===== config.mk =====
export PLATFORM = sky130hd
export DESIGN_NAME = oc8051_cxrom_fetch
export DESIGN_NICKNAME = d
export VERILOG_FILES = /design/src/rtl/oc8051_fetch_pkg.sv /design/src/rtl/oc8051_fetch_queue.sv /design/src/rtl/oc8051_cxrom_fetch.sv
export SDC_FILE = /design/constraint.sdc
export NUM_CORES = 1
export LEC_CHECK = 0
export ABC_CLOCK_PERIOD_IN_PS = 6500
export BUFFER_PORTS_ARGS = -buffer_cell sky130_fd_sc_hd__buf_2
export CAP_MARGIN = 30
export CORE_MARGIN = 2
export CORE_UTILIZATION = 44
export DETAILED_ROUTE_END_ITERATION = 16
export SYNTH_ARGS = -nofsm -noshare
export SYNTH_HDL_FRONTEND = slang
export SYNTH_SLANG_ARGS = --single-unit

===== constraint.sdc =====
create_clock -name clk -period 6.5 [get_ports clk]
set_input_delay 0.65 -clock clk [delete_from_list [all_inputs] [get_ports clk]]
set_output_delay 0.65 -clock clk [all_outputs]
set_load 0.02 [all_outputs]

===== src/rtl/oc8051_fetch_pkg.sv =====
// ---------------------------------------------------------------------------
// oc8051_fetch_pkg
// Shared types and constants for the oc8051 code-ROM fetch unit.
//   fetch_state_t : FSM state of the fetch front end (FLUSH / STREAM)
//   QDEPTH        : byte-queue depth
//   WIN           : bytes presented to the core per cycle / bytes per ROM read
// ---------------------------------------------------------------------------
package oc8051_fetch_pkg;

  localparam int QDEPTH = 8;
  localparam int WIN    = 4;

  typedef enum logic {
    ST_FLUSH  = 1'b0,
    ST_STREAM = 1'b1
  } fetch_state_t;

  // Clamp a queue occupancy to the visible window size.
  function automatic logic [2:0] win_cnt(input logic [3:0] count);
    return (count > 4'(WIN)) ? 3'(WIN) : count[2:0];
  endfunction

endpackage


===== src/rtl/oc8051_fetch_queue.sv =====
// ---------------------------------------------------------------------------
// oc8051_fetch_queue
// 8-byte circular byte queue: push 4 bytes, pop 0..3 bytes, peek 4 bytes.
// Ports:
//   clk, rst      : clock, asynchronous active-high reset
//   i_clr         : empty the queue (wins over push/pop)
//   i_push        : append i_push_data (byte 0 in [7:0] first)
//   i_push_data   : 4 bytes to append
//   i_pop_len     : number of bytes to drop from the head (0..3)
//   o_peek        : head 4 bytes, head in [7:0]; empty slots read 8'h00
//   o_count       : current occupancy 0..8
// The caller only pushes when occupancy <= 4, so push slots never collide
// with live or just-popped bytes.
// ---------------------------------------------------------------------------
module oc8051_fetch_queue
  import oc8051_fetch_pkg::*;
(
  input  logic        clk,
  input  logic        rst,
  input  logic        i_clr,
  input  logic        i_push,
  input  logic [31:0] i_push_data,
  input  logic [1:0]  i_pop_len,
  output logic [31:0] o_peek,
  output logic [3:0]  o_count
);

  logic [7:0] r_mem [QDEPTH];
  logic [2:0] r_rd_ptr;
  logic [3:0] r_count;
  logic [2:0] w_wr_ptr;
  logic [2:0] w_wr_idx [WIN];
  logic [2:0] w_rd_idx [WIN];

  assign w_wr_ptr = r_rd_ptr + r_count[2:0];

  genvar gi;
  generate
    for (gi = 0; gi < WIN; gi++) begin : g_win
      assign w_wr_idx[gi] = w_wr_ptr + 3'(gi);
      assign w_rd_idx[gi] = r_rd_ptr + 3'(gi);
      assign o_peek[8*gi +: 8] = (r_count > 4'(gi)) ? r_mem[w_rd_idx[gi]] : 8'h00;
    end
  endgenerate

  // Storage needs no reset: slots beyond the occupancy are masked on peek.
  always_ff @(posedge clk) begin
    if (i_push && !i_clr) begin
      for (int i = 0; i < WIN; i++) begin
        r_mem[w_wr_idx[i]] <= i_push_data[8*i +: 8];
      end
    end
  end

  always_ff @(posedge clk or posedge rst) begin
    if (rst) begin
      r_rd_ptr <= '0;
      r_count  <= '0;
    end else if (i_clr) begin
      r_rd_ptr <= '0;
      r_count  <= '0;
    end else begin
      r_rd_ptr <= r_rd_ptr + {1'b0, i_pop_len};
      r_count  <= r_count - {2'b00, i_pop_len} + (i_push ? 4'd4 : 4'd0);
    end
  end

  assign o_count = r_count;

endmodule


===== src/rtl/oc8051_cxrom_fetch.sv =====
// ---------------------------------------------------------------------------
// oc8051_cxrom_fetch
// Instruction-byte fetch front end for an oc8051 core reading a 32-bit wide
// combinational code ROM. Bytes are streamed into an 8-byte queue and the
// core consumes 1..3 bytes per cycle from a 4-byte window.
// Ports:
//   clk, rst        : clock, asynchronous active-high reset
//   cxrom_addr      : ROM byte address (the fill address)
//   cxrom_data_in   : ROM bytes addr..addr+3, byte addr in [7:0]
//   jmp_valid/addr  : redirect; flushes the queue and reloads both addresses
//   consume_valid   : core takes consume_len (1..3) bytes this cycle
//   fetch_pc        : address of fetch_data[7:0]
//   fetch_data      : head 4 bytes; bytes at or above fetch_cnt read 0
//   fetch_cnt       : valid bytes in the window (0..4)
//   stall_cnt       : cycles where the core asked for more than fetch_cnt
// Build option: define OC8051_FETCH_STALL_CNT_EN to implement the saturating
// stall counter; otherwise stall_cnt is tied to 0.
// ---------------------------------------------------------------------------
module oc8051_cxrom_fetch
  import oc8051_fetch_pkg::*;
#(
  parameter logic [15:0] RESET_PC = 16'h0000
) (
  input  logic        clk,
  input  logic        rst,
  output logic [15:0] cxrom_addr,
  input  logic [31:0] cxrom_data_in,
  input  logic        jmp_valid,
  input  logic [15:0] jmp_addr,
  input  logic        consume_valid,
  input  logic [1:0]  consume_len,
  output logic [15:0] fetch_pc,
  output logic [31:0] fetch_data,
  output logic [2:0]  fetch_cnt,
  output logic [15:0] stall_cnt
);

  fetch_state_t r_state, w_state_next;
  logic [15:0]  r_fill_addr;
  logic [15:0]  r_fetch_pc;
  logic [3:0]   w_count;
  logic         w_push;
  logic         w_accept;
  logic [1:0]   w_pop_len;

  assign fetch_cnt = win_cnt(w_count);

  // A consume is all-or-nothing: it is dropped when the window is short.
  assign w_accept  = consume_valid && (consume_len != 2'd0) &&
                     ({1'b0, consume_len} <= fetch_cnt) && !jmp_valid;
  assign w_pop_len = w_accept ? consume_len : 2'd0;

  // Refill whenever 4 free slots exist; FLUSH spends one cycle with no fill
  // so the ROM sees the new address before its data is taken.
  assign w_push = (r_state == ST_STREAM) && (w_count <= 4'd4) && !jmp_valid;

  oc8051_fetch_queue u_queue (
    .clk         (clk),
    .rst         (rst),
    .i_clr       (jmp_valid),
    .i_push      (w_push),
    .i_push_data (cxrom_data_in),
    .i_pop_len   (w_pop_len),
    .o_peek      (fetch_data),
    .o_count     (w_count)
  );

  always_comb begin
    w_state_next = r_state;
    case (r_state)
      ST_FLUSH:  w_state_next = ST_STREAM;
      ST_STREAM: w_state_next = ST_STREAM;
      default:   w_state_next = ST_FLUSH;
    endcase
    if (jmp_valid) begin
      w_state_next = ST_FLUSH;
    end
  end

  always_ff @(posedge clk or posedge rst) begin
    if (rst) begin
      r_state     <= ST_FLUSH;
      r_fill_addr <= RESET_PC;
      r_fetch_pc  <= RESET_PC;
    end else begin
      r_state <= w_state_next;
      if (jmp_valid) begin
        r_fill_addr <= jmp_addr;
        r_fetch_pc  <= jmp_addr;
      end else begin
        if (w_push) begin
          r_fill_addr <= r_fill_addr + 16'd4;
        end
        if (w_accept) begin
          r_fetch_pc <= r_fetch_pc + {14'd0, consume_len};
        end
      end
    end
  end

  assign cxrom_addr = r_fill_addr;
  assign fetch_pc   = r_fetch_pc;

`ifdef OC8051_FETCH_STALL_CNT_EN
  logic        w_stall;
  logic [15:0] r_stall_cnt;

  // Counted independently of jmp_valid so redirects never hide a stall.
  assign w_stall = consume_valid && ({1'b0, consume_len} > fetch_cnt);

  always_ff @(posedge clk or posedge rst) begin
    if (rst) begin
      r_stall_cnt <= '0;
    end else if (w_stall && (r_stall_cnt != 16'hFFFF)) begin
      r_stall_cnt <= r_stall_cnt + 16'd1;
    end
  end

  assign stall_cnt = r_stall_cnt;
`else
  assign stall_cnt = 16'h0000;
`endif

endmodule


# Word level (Yosys, flattened, before mapping)
# Memories as Yosys holds them, arrays and structs flattened.
# Cells that the tools add are included.
# word_totals
mem_count	1
ff_bits	40
word_cells	51
out_inout_bits	83
mem_bits_rw	64
in_bits	54
# classes
reduce_logical	10
n_addsub	12
magnitude_cmp	7
muxes	16
# memory_table
memory	depth	width	rd	rd_clocked_by_memory_dff	wr	line	rtl
u_queue.r_mem	8	8	4	0	4	oc8051_fetch_queue.sv:28	logic [7:0] r_mem [QDEPTH];
# ops
cell	count
$mux 16	4
$mux 8	4
$add 16x2->16	1
$add 16x3->16 const B	1
$add 3x2->3 const B	4
$mux 3	3
$gt 4x1->1 const B	2
$gt 4x2->1 const B	2
$add 3x1->3 const B	2
$logic_and 1x1->1	6
$reduce_bool 2->1	3
$add 4x4->4	1
$gt 4x3->1 const B	1
$le 4x3->1 const B	1
$mux 4	1
$sub 4x2->4	1
$add 3x2->3	1
$add 3x3->3	1
$le 2x3->1	1
$mux 1	3
$mux 2	1
$logic_not 1->1	1

# Longest topological paths before layout
# Gate-level depths: netlist (run 1).
# logic_depth
ltp_word	9
ltp_mapped	17
ltp_nobuf	16

# By module
# From an unflattened synthesis (run 1), not the netlist that was laid out.
# unflattened
cells_unflattened	812
area_unflattened_um2	8539.4
# by_module_without_submodules
mod	cells_each	n_inst	area_each_um2	seq_area_each_um2
oc8051_fetch_queue	565	1	6307.3	2097.0
oc8051_cxrom_fetch	247	1	2232.1	825.8

# Least setup slack after synthesis (run 1)
# No wires, ideal clock.
# synth_path
path_type	register to register
from	register u_queue.r_count[2], in the netlist u_queue.o_count[2]
to	register u_queue.r_count[3], in the netlist u_queue.o_count[3]
stages_incl_launch_ff	17
setup_ns	0.131
t_required_ns	6.369
slack_ns	2.687
arrival_ns	3.682
n_path_buf	2
period_less_slack_ns	3.813
path_cell_list	dfrtp_1 > nor2_1 > clkbuf_1 > inv_1 > nor2_1 > ha_1 > nor2b_1 > o211ai_1 > clkbuf_1 > nand4_1 > ha_1 > ha_1 > inv_1 > fa_1 > xnor2_1 > xnor2_1 > nor2_1
# synth_via
elab_chain_cells	9
word_cells_on_any_way	13
classes_between	add/sub (2); order compare (3); mux (4); reduce/logical (4)
# synth_rtl
item	line	rtl
start: declaration	oc8051_fetch_queue.sv:30	logic [3:0] r_count;
start signal: assignment	oc8051_fetch_queue.sv:64	r_count <= r_count - {2'b00, i_pop_len} + (i_push ? 4'd4 : 4'd0);
$gt 4x3->1	oc8051_fetch_pkg.sv:20	return (count > 4'(WIN)) ? 3'(WIN) : count[2:0];
$mux 3 *	oc8051_fetch_pkg.sv:20	
named net fetch_cnt[2]	oc8051_cxrom_fetch.sv:34	output logic [2:0] fetch_cnt,
$le 2x3->1 *	oc8051_cxrom_fetch.sv:50	({1'b0, consume_len} <= fetch_cnt) && !jmp_valid;
$logic_and 1x1->1 *	oc8051_cxrom_fetch.sv:49	assign w_accept = consume_valid && (consume_len != 2'd0) &&
$logic_and 1x1->1 *	oc8051_cxrom_fetch.sv:50	
$mux 2 *	oc8051_cxrom_fetch.sv:51	assign w_pop_len = w_accept ? consume_len : 2'd0;
$sub 4x2->4 *	oc8051_fetch_queue.sv:64	
$add 4x4->4 *	oc8051_fetch_queue.sv:64	
$mux 4 *	oc8051_fetch_queue.sv:59	end else if (i_clr) begin
# Mark *: on every way through the listed nets, which the timed path passes. The rest lies on a longest branch.
# A chain may end at the register's enable or synchronous reset.

==> impl_metrics.yaml, run 1 <==
setup_path:
  critical-path-max-stage-delay_ns: 0.97
  timing.rr.start: "u_queue.r_rd_ptr[1]$_DFF_PP0_"
  crit_buf_inv: 0
  cp.depth: 6
  cp_slowest_cell: "dfrtp_2"
  path_max_fanout: 34
  r2r_cells: 6
  r2r_slack_ns: 2.36
  crit_chain: "fa_1 > ha_1 > nand2_1 > o21ai_2 > a21oi_1 > o21ai_0"
  end_kind: "register"
  critPathKind: "reg -> reg"
  cp-start-kind: "register"
  cp-startpoint: "u_queue.r_rd_ptr[1]$_DFF_PP0_"
  worstPathRequired_ns: 6.58
  critical-path-top-delay-family: "compound AO/OA/AOI/OAI gates"
  cp_data_arrival_time_ns: 4.22
die:
  design.core.area_um2: 20300
  start_util_pct: 45.1
  dieArea_um2: 22000
  die_w_um: 148
  fp.dieH_um: 148
  std_cell_rows: 52
  ios: 137
pwr:
  power.density_nw_per_um2: 328
  ir_drop_v: 0.000143
  leakagePower_nw: 3.62
sta:
  setup_viol: 0
  timing.final.crit_share_pct: 63.8
  fin_ws_ns: 2.36
  hold_violations: 0
  fmax_ghz: 0.241
  fin_setup_tns_ns: 0
  slew_headroom_pct: 36.3
  maxSlewViolCount: 0
  rsz0062_at_grt: "false"
  finalCriticalPeriod_ns: 4.14
  worst_pin_slew_ns: 0.943
  finClkSkew_ns: 0.00913
grt:
  grt_pass1_wl_mm: 44.8
  antenna_found_initial: 0
  grtUsageTotal_pct: 26.2
  grt_overflow: 0
  grt_max_degree: 81
  grt_pass1_vias: 7463
logic_synthesis:
  yosys.area.top_type: "edfxtp_1"
  synth_seq_area_share_pct: 32.0
  synthArstFlopShare_pct: 38.5
  ys_ff_latch: 104
  synth_top_area_share_pct: 21.0
  syn-cell-area_um2: 9150
  synth_cell_types: 58
  synth_ff_type: "edfxtp_1"
  synthCells: 916
  yosys_warnings: 0
  synth.avg_cell_area_um2: 9.99
  synthTopCellsByArea: "edfxtp_1 21%, mux4_2 16%, dfrtp_1 11%"
  synth_edf_count: 64
detailed_routing:
  viasPerCell: 6.58
  wl_per_cell_um: 23.2
  first_pass_iters: 7
  postRouteAntennaNets: 0
  num_vias: 8235
  drtIter0Drc: 1231
  wl_mm: 29.0
  drc: 0
place:
  gp_congestion: 0.998
  dp_hpwl_mm: 21.6
  portBuffers: 120
  post-place-ws_ns: 2.33
cts:
  cts_setup_buffers: 0
  cts.sinks: 104
  clkLatencyLatePin_ns: 0.35
  htree_levels: 3
  post_cts_resized: 0
  cts_buffers: 9
  path_clk_slew_ns: 0.07
  ctsHoldBuffers: 0
  cts.root.buffer_cell: "clkbuf_16"
  clockBufferDepth: 2
  cts_tree: "done"
layout:
  syn_to_final_growth_pct: 10.2
  layout-drive-gt1-share_pct: 27.1
  nNetsFinal: 1049
  seq_area_um2: 2930
  num_antenna_cells: 0
  multi_input_area_um2: 5710
  fillCellCount: 1913
flow_run:
  cap_violations: 0
run_status:
  status: "finished, final reports clean"
min_path:
  worstHoldPathType: "in -> async"
## power by group
group,internal (mW),switching (mW),total (mW),leakage (nW)
Combinational,0.647,1.20,1.84,2.43
Sequential,0.840,0.125,0.965,1.06
Clock,0.261,0.236,0.496,0.129
Total,1.75,1.56,3.30,3.62
## cell usage after synthesis (13+ instances only)
cell type  number
a21oi_1        63
a221oi_1       23
a22oi_1        13
a31oi_1        28
buf_1          22
buf_2          16
buf_4          17
clkbuf_1       44
dfrtp_1        40
edfxtp_1       64
ha_1           15
inv_1          26
mux2_2         25
mux2i_1        34
mux4_2         64
nand2_1        60
nand3_1        21
nand4_1        14
nor2_1         76
nor3_1         26
o21ai_0        30
o221ai_1       33
xnor2_1        23
## routing by layer
| metal | vias up | GRT usage [%] | part of all wire [%] |
|---|---|---|---|
| li1 | 3653 | - | - |
| met1 | 3974 | 40.1 | 44 |
| met2 | 544 | 37.4 | 42 |
| met3 | 64 | 5.37 | 11 |
| met4 | 0 | 7.95 | 2.8 |
| met5 | - | 0 | 0 |
## cells in the final DEF, fill, tap and decap left out, drive strengths merged, types with 13 or more instances in the layout
cell | netlist | routed
mux4 | 64 | 64
a31oi | 28 | 28
mux2i | 34 | 34
nand2 | 62 | 62
nor3 | 29 | 29
o221ai | 33 | 33
ha | 15 | 15
nor2 | 76 | 76
nand4 | 14 | 14
nand3 | 21 | 21
mux2 | 25 | 25
o21ai | 44 | 44
inv | 28 | 28
conb | 1 | 16
a21oi | 63 | 63
buf | 57 | 137
a22oi | 13 | 13
edfxtp | 64 | 64
a221oi | 23 | 23
dfrtp | 40 | 40
xnor2 | 25 | 25
## worst min-delay path, delay by kind of cell
kind / cells / cell delay [ns]
buffers and inverters: 3 / 0.57
## kinds of logic (layout without fill, tap and decap cells)
logic type / count (synthesis) / count (layout) / share of synthesized area [%]
other: 1 / 16 / 0.0410
adders and majority gates: 19 / 19 / 2.93
buffers and inverters: 131 / 181 / 6.48
AOI/OAI and AO/OA: 262 / 262 / 19.4
and+or+nand+nor: 237 / 237 / 12.2
muxes: 123 / 123 / 22.6
DFF: 104 / 104 / 32.0
xor gates and xnor gates: 39 / 39 / 4.47
## worst paths after layout
kind | endpoint
min | fetch_pc[1]$_DFFE_PP0P_
max | u_queue.r_mem[6][7]$_DFFE_PP_
min reg2reg | cxrom_addr[1]$_DFFE_PP0P_
max in group asynchronous | u_queue.r_rd_ptr[1]$_DFF_PP0_
min in group clk | cxrom_addr[1]$_DFFE_PP0P_
max reg2reg | u_queue.r_mem[6][7]$_DFFE_PP_
## state kept, by name, indices dropped and copies added, names as in the netlist
register          flops
r_state               1
fetch_pc             16
u_queue.r_rd_ptr      3
u_queue.r_mem        64
u_queue.o_count       4
cxrom_addr           16
## per-stage QoR
step / total power, mW / cell area [um^2] / cells / util (%) / hold slack, ns
6_report: 3.30 / 10100 / 1251 / 49.7 / 0.414
5_1_grt: 3.49 / 10100 / 1251 / 49.7 / 0.455
4_1_cts: 3.28 / 10100 / 1251 / 49.7 / 0.429
3_5_place_dp: 2.78 / 9810 / 1235 / 48.3 / 0.517
3_3_place_gp: 2.76 / 9780 / 1231 / 48.2 / 0.511
2_1_floorplan: 2.24 / 9200 / 931 / - / 0.543
## area by class of cell
type                       instances  area share [%]
timing repair buffer             137            7.24
sequential                       104            29.0
multi-input combinational        696            56.6
inverter                          28            1.04
tap                              270            3.35
clock inverter                     6           0.434
clock buffer                      10            2.27
Power figures use the tool's default switching activity.
==> run 2, diff against run 1 <==
--- a/config.mk
+++ b/config.mk
@@ -5,12 +5,14 @@
 export SDC_FILE = /design/constraint.sdc
 export NUM_CORES = 1
 export LEC_CHECK = 0
-export ABC_CLOCK_PERIOD_IN_PS = 6500
+export ABC_AREA = 1
+export ABC_CLOCK_PERIOD_IN_PS = 3760
 export BUFFER_PORTS_ARGS = -buffer_cell sky130_fd_sc_hd__buf_2
 export CAP_MARGIN = 30
 export CORE_MARGIN = 2
 export CORE_UTILIZATION = 44
 export DETAILED_ROUTE_END_ITERATION = 16
+export PLACE_DENSITY = 0.67
 export SYNTH_ARGS = -nofsm -noshare
 export SYNTH_HDL_FRONTEND = slang
 export SYNTH_SLANG_ARGS = --single-unit
==> constraint.sdc (replaced) <==
create_clock -name clk -period 3.76 [get_ports clk]
set_input_delay 0.376 -clock clk [delete_from_list [all_inputs] [get_ports clk]]
set_output_delay 0.376 -clock clk [all_outputs]
set_load 0.02 [all_outputs]
==> run 2 against run 1 <==
  * Clock skew is 0.0038 ns higher
  * Sequential cell count stayed put
  * Synthesized area decreased by 1.4%
  * First-iteration DRC count is 3.3% higher
  * Utilization about the same
  * Combinational power rose by 43%
  * Largest cell class unchanged
  * Non-clock buffer count rose by 8
  * Total power increased by 57%
  * Sequential power grew 69%
==> impl_metrics.yaml, run 2 <==
logic_synthesis:
  synth_edf_count: 64
  synthTopCellsByArea: "edfxtp_1 21%, nand2_1 14%, dfrtp_1 11%"
  synthAdderAreaFrac_pct: 2.97
  synthCells: 1341
  synth_top_area_share_pct: 21.3
  synthArstFlopShare_pct: 38.5
  synth_seq_area_share_pct: 32.4
  yosys_warnings: 0
  yosys.area.top_type: "edfxtp_1"
  yosysMostFrequentCell: "nand2_1"
  synth_cell_types: 48
  synth_top_family_by_area: "simple AND/OR/NAND/NOR gates"
  synthTopCellsByCount: "328 x nand2_1, 183 x nor2_1, 129 x inv_1"
  synth.avg_cell_area_um2: 6.73
  syn-cell-area_um2: 9020
  synth-compound-area-share_pct: 15.9
  synth-simple-area-share_pct: 35.1
  ys_ff_latch: 104
  synth-xor-area-share_pct: 1.36
  muxShareOfSynthArea_pct: 0.999
  synth_ff_type: "edfxtp_1"
detailed_routing:
  wl_per_cell_um: 18.5
  wl_mm: 31.4
  drc: 0
  postRouteAntennaNets: 0
  first_pass_iters: 8
  drtIter0Drc: 1272
  viasPerCell: 5.71
  num_vias: 9706
setup_path:
  cp-start-kind: "register"
  path_max_fanout: 10
  cp_data_arrival_time_ns: 3.51
  end_kind: "register"
  r2r_cells: 18
  critPathKind: "reg -> reg"
  worstPathRequired_ns: 3.97
min_path:
  worstHoldPathType: "in -> async"
place:
  dp_hpwl_mm: 24.8
  portBuffers: 120
  post-place-ws_ns: 0.484
  gp_congestion: 1.00
layout:
  fin_util_pct: 49.6
  num_antenna_cells: 0
  largest_register_ffs: 64
  layout_commonest_cell: "nand2_1"
  final_cell_mix: "328 x nand2_1, 183 x nor2_1, 129 x inv_1"
  fillCellCount: 2066
  nNetsFinal: 1498
  layout-drive-gt1-share_pct: 13.8
  syn_to_final_growth_pct: 11.0
grt:
  antenna_found_initial: 0
  grtUsageTotal_pct: 28.9
  grt_pass1_vias: 8558
  grt_overflow: 0
  grt_pass1_wl_mm: 48.8
  grt_max_degree: 103
die:
  fp.dieH_um: 147
  dieArea_um2: 21700
  ios: 137
  die_w_um: 147
  std_cell_rows: 52
  design.core.area_um2: 20200
  start_util_pct: 44.7
cts:
  clkLatencyLatePin_ns: 0.35
  ctsHoldBuffers: 0
  htree_levels: 3
  cts_tree: "done"
  post_cts_resized: 0
  cts.sinks: 104
  cts.root.buffer_cell: "clkbuf_16"
  clockBufferDepth: 2
  cts_setup_buffers: 0
  cts_buffers: 9
  path_clk_slew_ns: 0.07
pwr:
  ir_drop_v: 0.000323
  power.density_nw_per_um2: 518
  leakagePower_nw: 4.65
  power.total_mw: 5.18
sta:
  fin_setup_tns_ns: 0
  fmax_ghz: 0.303
  setup_viol: 0
  finalCriticalPeriod_ns: 3.30
  worst_pin_slew_ns: 0.838
  fin_ws_ns: 0.462
  slew_headroom_pct: 44.1
  rsz0062_at_grt: "false"
  timing.final.crit_share_pct: 87.7
  finClkSkew_ns: 0.0129
  maxSlewViolCount: 0
  hold_violations: 0
run_status:
  status: "finished, final reports clean"
flow_run:
  cap_violations: 0
-- run 2: changes by cell type after synthesis, moves of 25 or more --
cell	change
o221ai_1	-27
nor2_1	+107
mux4_2	-64
nand3_1	+97
mux2i_1	-25
inv_1	+103
mux2_2	-25
nand4_1	+29
o21ai_0	+77
nand2_1	+268
-- run 2: cells by family (layout without fill, tap and decap cells) --
logic type,Yosys count,after routing
buffers and inverters,225,299
other,1,16
and+or+nand+nor,714,714
DFF,104,104
adders and majority gates,19,19
AOI/OAI and AO/OA,255,255
xor gates and xnor gates,14,14
muxes,9,9
-- run 2: path summary, 6_finish.rpt --
kind | from | end | slack [ns]
min in group clk | jmp_addr[1] | cxrom_addr[1]$_DFFE_PP0P_ | 0.25
setup reg to reg | u_queue.o_count[2]$_DFF_PP0_ | u_queue.o_count[3]$_DFF_PP0_ | 0.46
max in group asynchronous | rst | u_queue.r_rd_ptr[0]$_DFF_PP0_ | 3.21
setup / recovery | u_queue.o_count[2]$_DFF_PP0_ | u_queue.o_count[3]$_DFF_PP0_ | 0.46
hold reg to reg | cxrom_addr[1]$_DFFE_PP0P_ | cxrom_addr[1]$_DFFE_PP0P_ | 0.47
hold / removal | rst | fetch_pc[0]$_DFFE_PP0P_ | 0.16
-- run 2: worst max-delay path, cell delays in order, from the launching register on --
cell and delay (ns):
dfrtp_1 0.41, nor2_2 0.13, inv_1 0.10, nor2_1 0.13
inv_1 0.06, ha_1 0.28, inv_1 0.06, nor2_1 0.03
o211ai_1 0.32, nand3_1 0.12, buf_4 0.20, inv_1 0.12
nand2_1 0.12, ha_1 0.29, ha_1 0.14, inv_1 0.05
fa_1 0.38, xor2_1 0.17, nor2_1 0.06
-- run 2: report_power, final --
part	total, mW	internal [mW]	switching (mW)
Clock	0.925	0.520	0.405
Sequential	1.63	1.47	0.153
Combinational	2.63	0.747	1.89
-- run 2: final cells by class --
type                            count  area (um^2)  area share [%]
Clock buffer                       12          236            2.36
Tap cell                          270          338            3.37
Clock inverter                      4         53.8           0.537
Multi-Input combinational cell   1027         5140            51.3
Timing Repair Buffer              145          801            8.00
Inverter                          138          523            5.22
Sequential cell                   104         2920            29.2
-- run 2: metal layers --
| layer | share of wire, % | GRT usage [%] | wire [um] | vias to the layer above |
|---|---|---|---|---|
| li1 | - | - | - | 4641 |
| met1 | 45 | 43.7 | 14000 | 4409 |
| met2 | 42 | 42.1 | 13100 | 591 |
| met3 | 11 | 4.63 | 3520 | 65 |
| met4 | 2.6 | 9.18 | 807 | 0 |
| met5 | 0 | 0 | 0 | - |
-- run 2: per-stage QoR --
stage               instances  cell area, um^2  hold WS [ns]
floorplan                1356             9070         0.506
global placement         1684             9720         0.453
detailed placement       1684             9720         0.462
CTS                      1700            10000         0.163
global route             1700            10000         0.204
finish                   1700            10000         0.155
==> run 3, diff against run 2 <==
--- a/config.mk
+++ b/config.mk
@@ -12,7 +12,7 @@
 export CORE_MARGIN = 2
 export CORE_UTILIZATION = 44
 export DETAILED_ROUTE_END_ITERATION = 16
-export PLACE_DENSITY = 0.67
+export PLACE_DENSITY = 0.68
 export SYNTH_ARGS = -nofsm -noshare
 export SYNTH_HDL_FRONTEND = slang
 export SYNTH_SLANG_ARGS = --single-unit
==> run 3 against run 2 <==
  * Sequential cell count unchanged
  * Worst setup slack improved by 0.013 ns
  * Clock skew is 0.0042 ns higher
  * Cell count about the same
  * Hold slack barely moved
  * Die area unchanged
  * Total power is essentially flat
  * Largest power group unchanged
  * First-iteration DRC count rose by 0.63%
  * Global-route usage decreased by 0.18 points
  * Via count is 0.72% higher
==> impl_metrics.yaml, run 3 (same netlist as run 2, synthesis figures left out) <==
run_status:
  status: "finished, final reports clean"
place:
  gp_congestion: 1.02
  portBuffers: 120
  dp_hpwl_mm: 25.0
cts:
  htree_levels: 3
  clockBufferDepth: 2
  post_cts_resized: 0
  cts_tree: "done"
  ctsHoldBuffers: 0
  path_clk_slew_ns: 0.07
  cts_setup_buffers: 0
  cts.sinks: 104
  clkLatencyLatePin_ns: 0.35
  cts.root.buffer_cell: "clkbuf_16"
  cts_buffers: 9
detailed_routing:
  first_pass_iters: 6
  drc: 0
  viasPerCell: 5.75
  wl_per_cell_um: 18.7
  wl_mm: 31.8
  drtIter0Drc: 1280
  postRouteAntennaNets: 0
  num_vias: 9776
sta:
  maxSlewViolCount: 0
  fmax_ghz: 0.304
  fin_hold_ws_ns: 0.155
  finClkSkew_ns: 0.0171
  fin_setup_tns_ns: 0
  rsz0062_at_grt: "false"
  finalCriticalPeriod_ns: 3.29
  hold_violations: 0
  timing.final.crit_share_pct: 87.4
  worst_pin_slew_ns: 0.854
  slew_headroom_pct: 42.8
  setup_viol: 0
setup_path:
  critPathKind: "reg -> reg"
  path_common_cell: "inv_1"
  critical-path-max-stage-delay_ns: 0.41
  timing.rr.start: "u_queue.o_count[2]$_DFF_PP0_"
  path_max_fanout: 10
  end_kind: "register"
  cp-start-kind: "register"
  worstPathRequired_ns: 3.98
  crit_chain: "nor2_2 > inv_1 > nor2_1 > inv_1 > ha_1 > inv_1 > nor2_1 > o211ai_1 > nand3_1 > buf_4 > inv_1 > nand2_1 > ha_1 > ha_1 > inv_1 > fa_1 > xor2_1 > nor2_1"
  cp_slowest_cell: "dfrtp_1"
  cp-startpoint: "u_queue.o_count[2]$_DFF_PP0_"
  cp_data_arrival_time_ns: 3.51
layout:
  nNetsFinal: 1497
  layout_commonest_cell: "nand2_1"
  syn_to_final_growth_pct: 10.8
  largest_register_ffs: 64
  layout-drive-gt1-share_pct: 13.9
  num_antenna_cells: 0
  final_cell_mix: "328 x nand2_1, 183 x nor2_1, 129 x inv_1"
pwr:
  power.density_nw_per_um2: 519
  power.total_mw: 5.19
  leakagePower_nw: 4.66
  ir_drop_v: 0.000338
die:
  start_util_pct: 44.7
  dieArea_um2: 21700
  std_cell_rows: 52
  ios: 137
  fp.dieH_um: 147
  die_w_um: 147
  design.core.area_um2: 20200
grt:
  grt_pass1_wl_mm: 48.3
  grtUsageTotal_pct: 28.7
  grt_pass1_vias: 8291
  grt_max_degree: 103
  grt_overflow: 0
  antenna_found_initial: 0
min_path:
  worstHoldPathType: "in -> async"
flow_run:
  cap_violations: 0
==> run 3: worst paths after layout <==
kind                                                 end  slack, ns  cells past startpoint
max in group asynchronous  u_queue.r_rd_ptr[0]$_DFF_PP0_       3.21                      3
min in group clk               cxrom_addr[1]$_DFFE_PP0P_       0.25                      3
min reg2reg                    cxrom_addr[0]$_DFFE_PP0P_       0.46                      2
min                        u_queue.r_rd_ptr[2]$_DFF_PP0_       0.16                      3
max                         u_queue.o_count[3]$_DFF_PP0_       0.47                     18
max reg2reg                 u_queue.o_count[3]$_DFF_PP0_       0.47                     18
==> run 3: metrics by stage <==
step                      cell area [um^2]  setup WS, ns  std cells  util, %
after floorplan                       9070         0.160       1356        -
after global placement                9700         0.639       1683     48.1
after detailed placement              9700         0.493       1683     48.1
after CTS                             9990         0.451       1699     49.5
after global routing                  9990         0.175       1699     49.5
final                                 9990         0.475       1699     49.5
==> run 3: report_power, final <==
part | internal (mW) | leakage (nW) | switching [mW]
clock | 0.493 | 0.141 | 0.404
sequential | 1.47 | 1.08 | 0.148
combinational | 0.749 | 3.44 | 1.92
==> run 3: layout make-up <==
class | instances | area, um^2
Clock buffer | 12 | 259
Clock inverter | 4 | 26.3
Fill cell | 2075 | 10200
Inverter | 138 | 523
Multi-Input combinational cell | 1027 | 5140
Sequential cell | 104 | 2920
Tap cell | 270 | 338
Timing Repair Buffer | 144 | 781
==> run 3: routing by layer <==
metal / up-vias / part of all wire, % / global-route usage [%]
met5: - / 0 / 0
met4: 0 / 3.5 / 9.42
met3: 82 / 11 / 4.91
met2: 622 / 42 / 41.6
met1: 4441 / 44 / 43.2
li1: 4631 / - / -
==> run 3: worst max-delay path, delay by kind of cell (launching register included) <==
kind / cells / cell delay, ns
compound gates: 1 / 0.29
xor+xnor: 1 / 0.18
fa+ha+maj: 4 / 1.10
buf+inv: 6 / 0.57
flops: 1 / 0.41
simple gates: 6 / 0.59
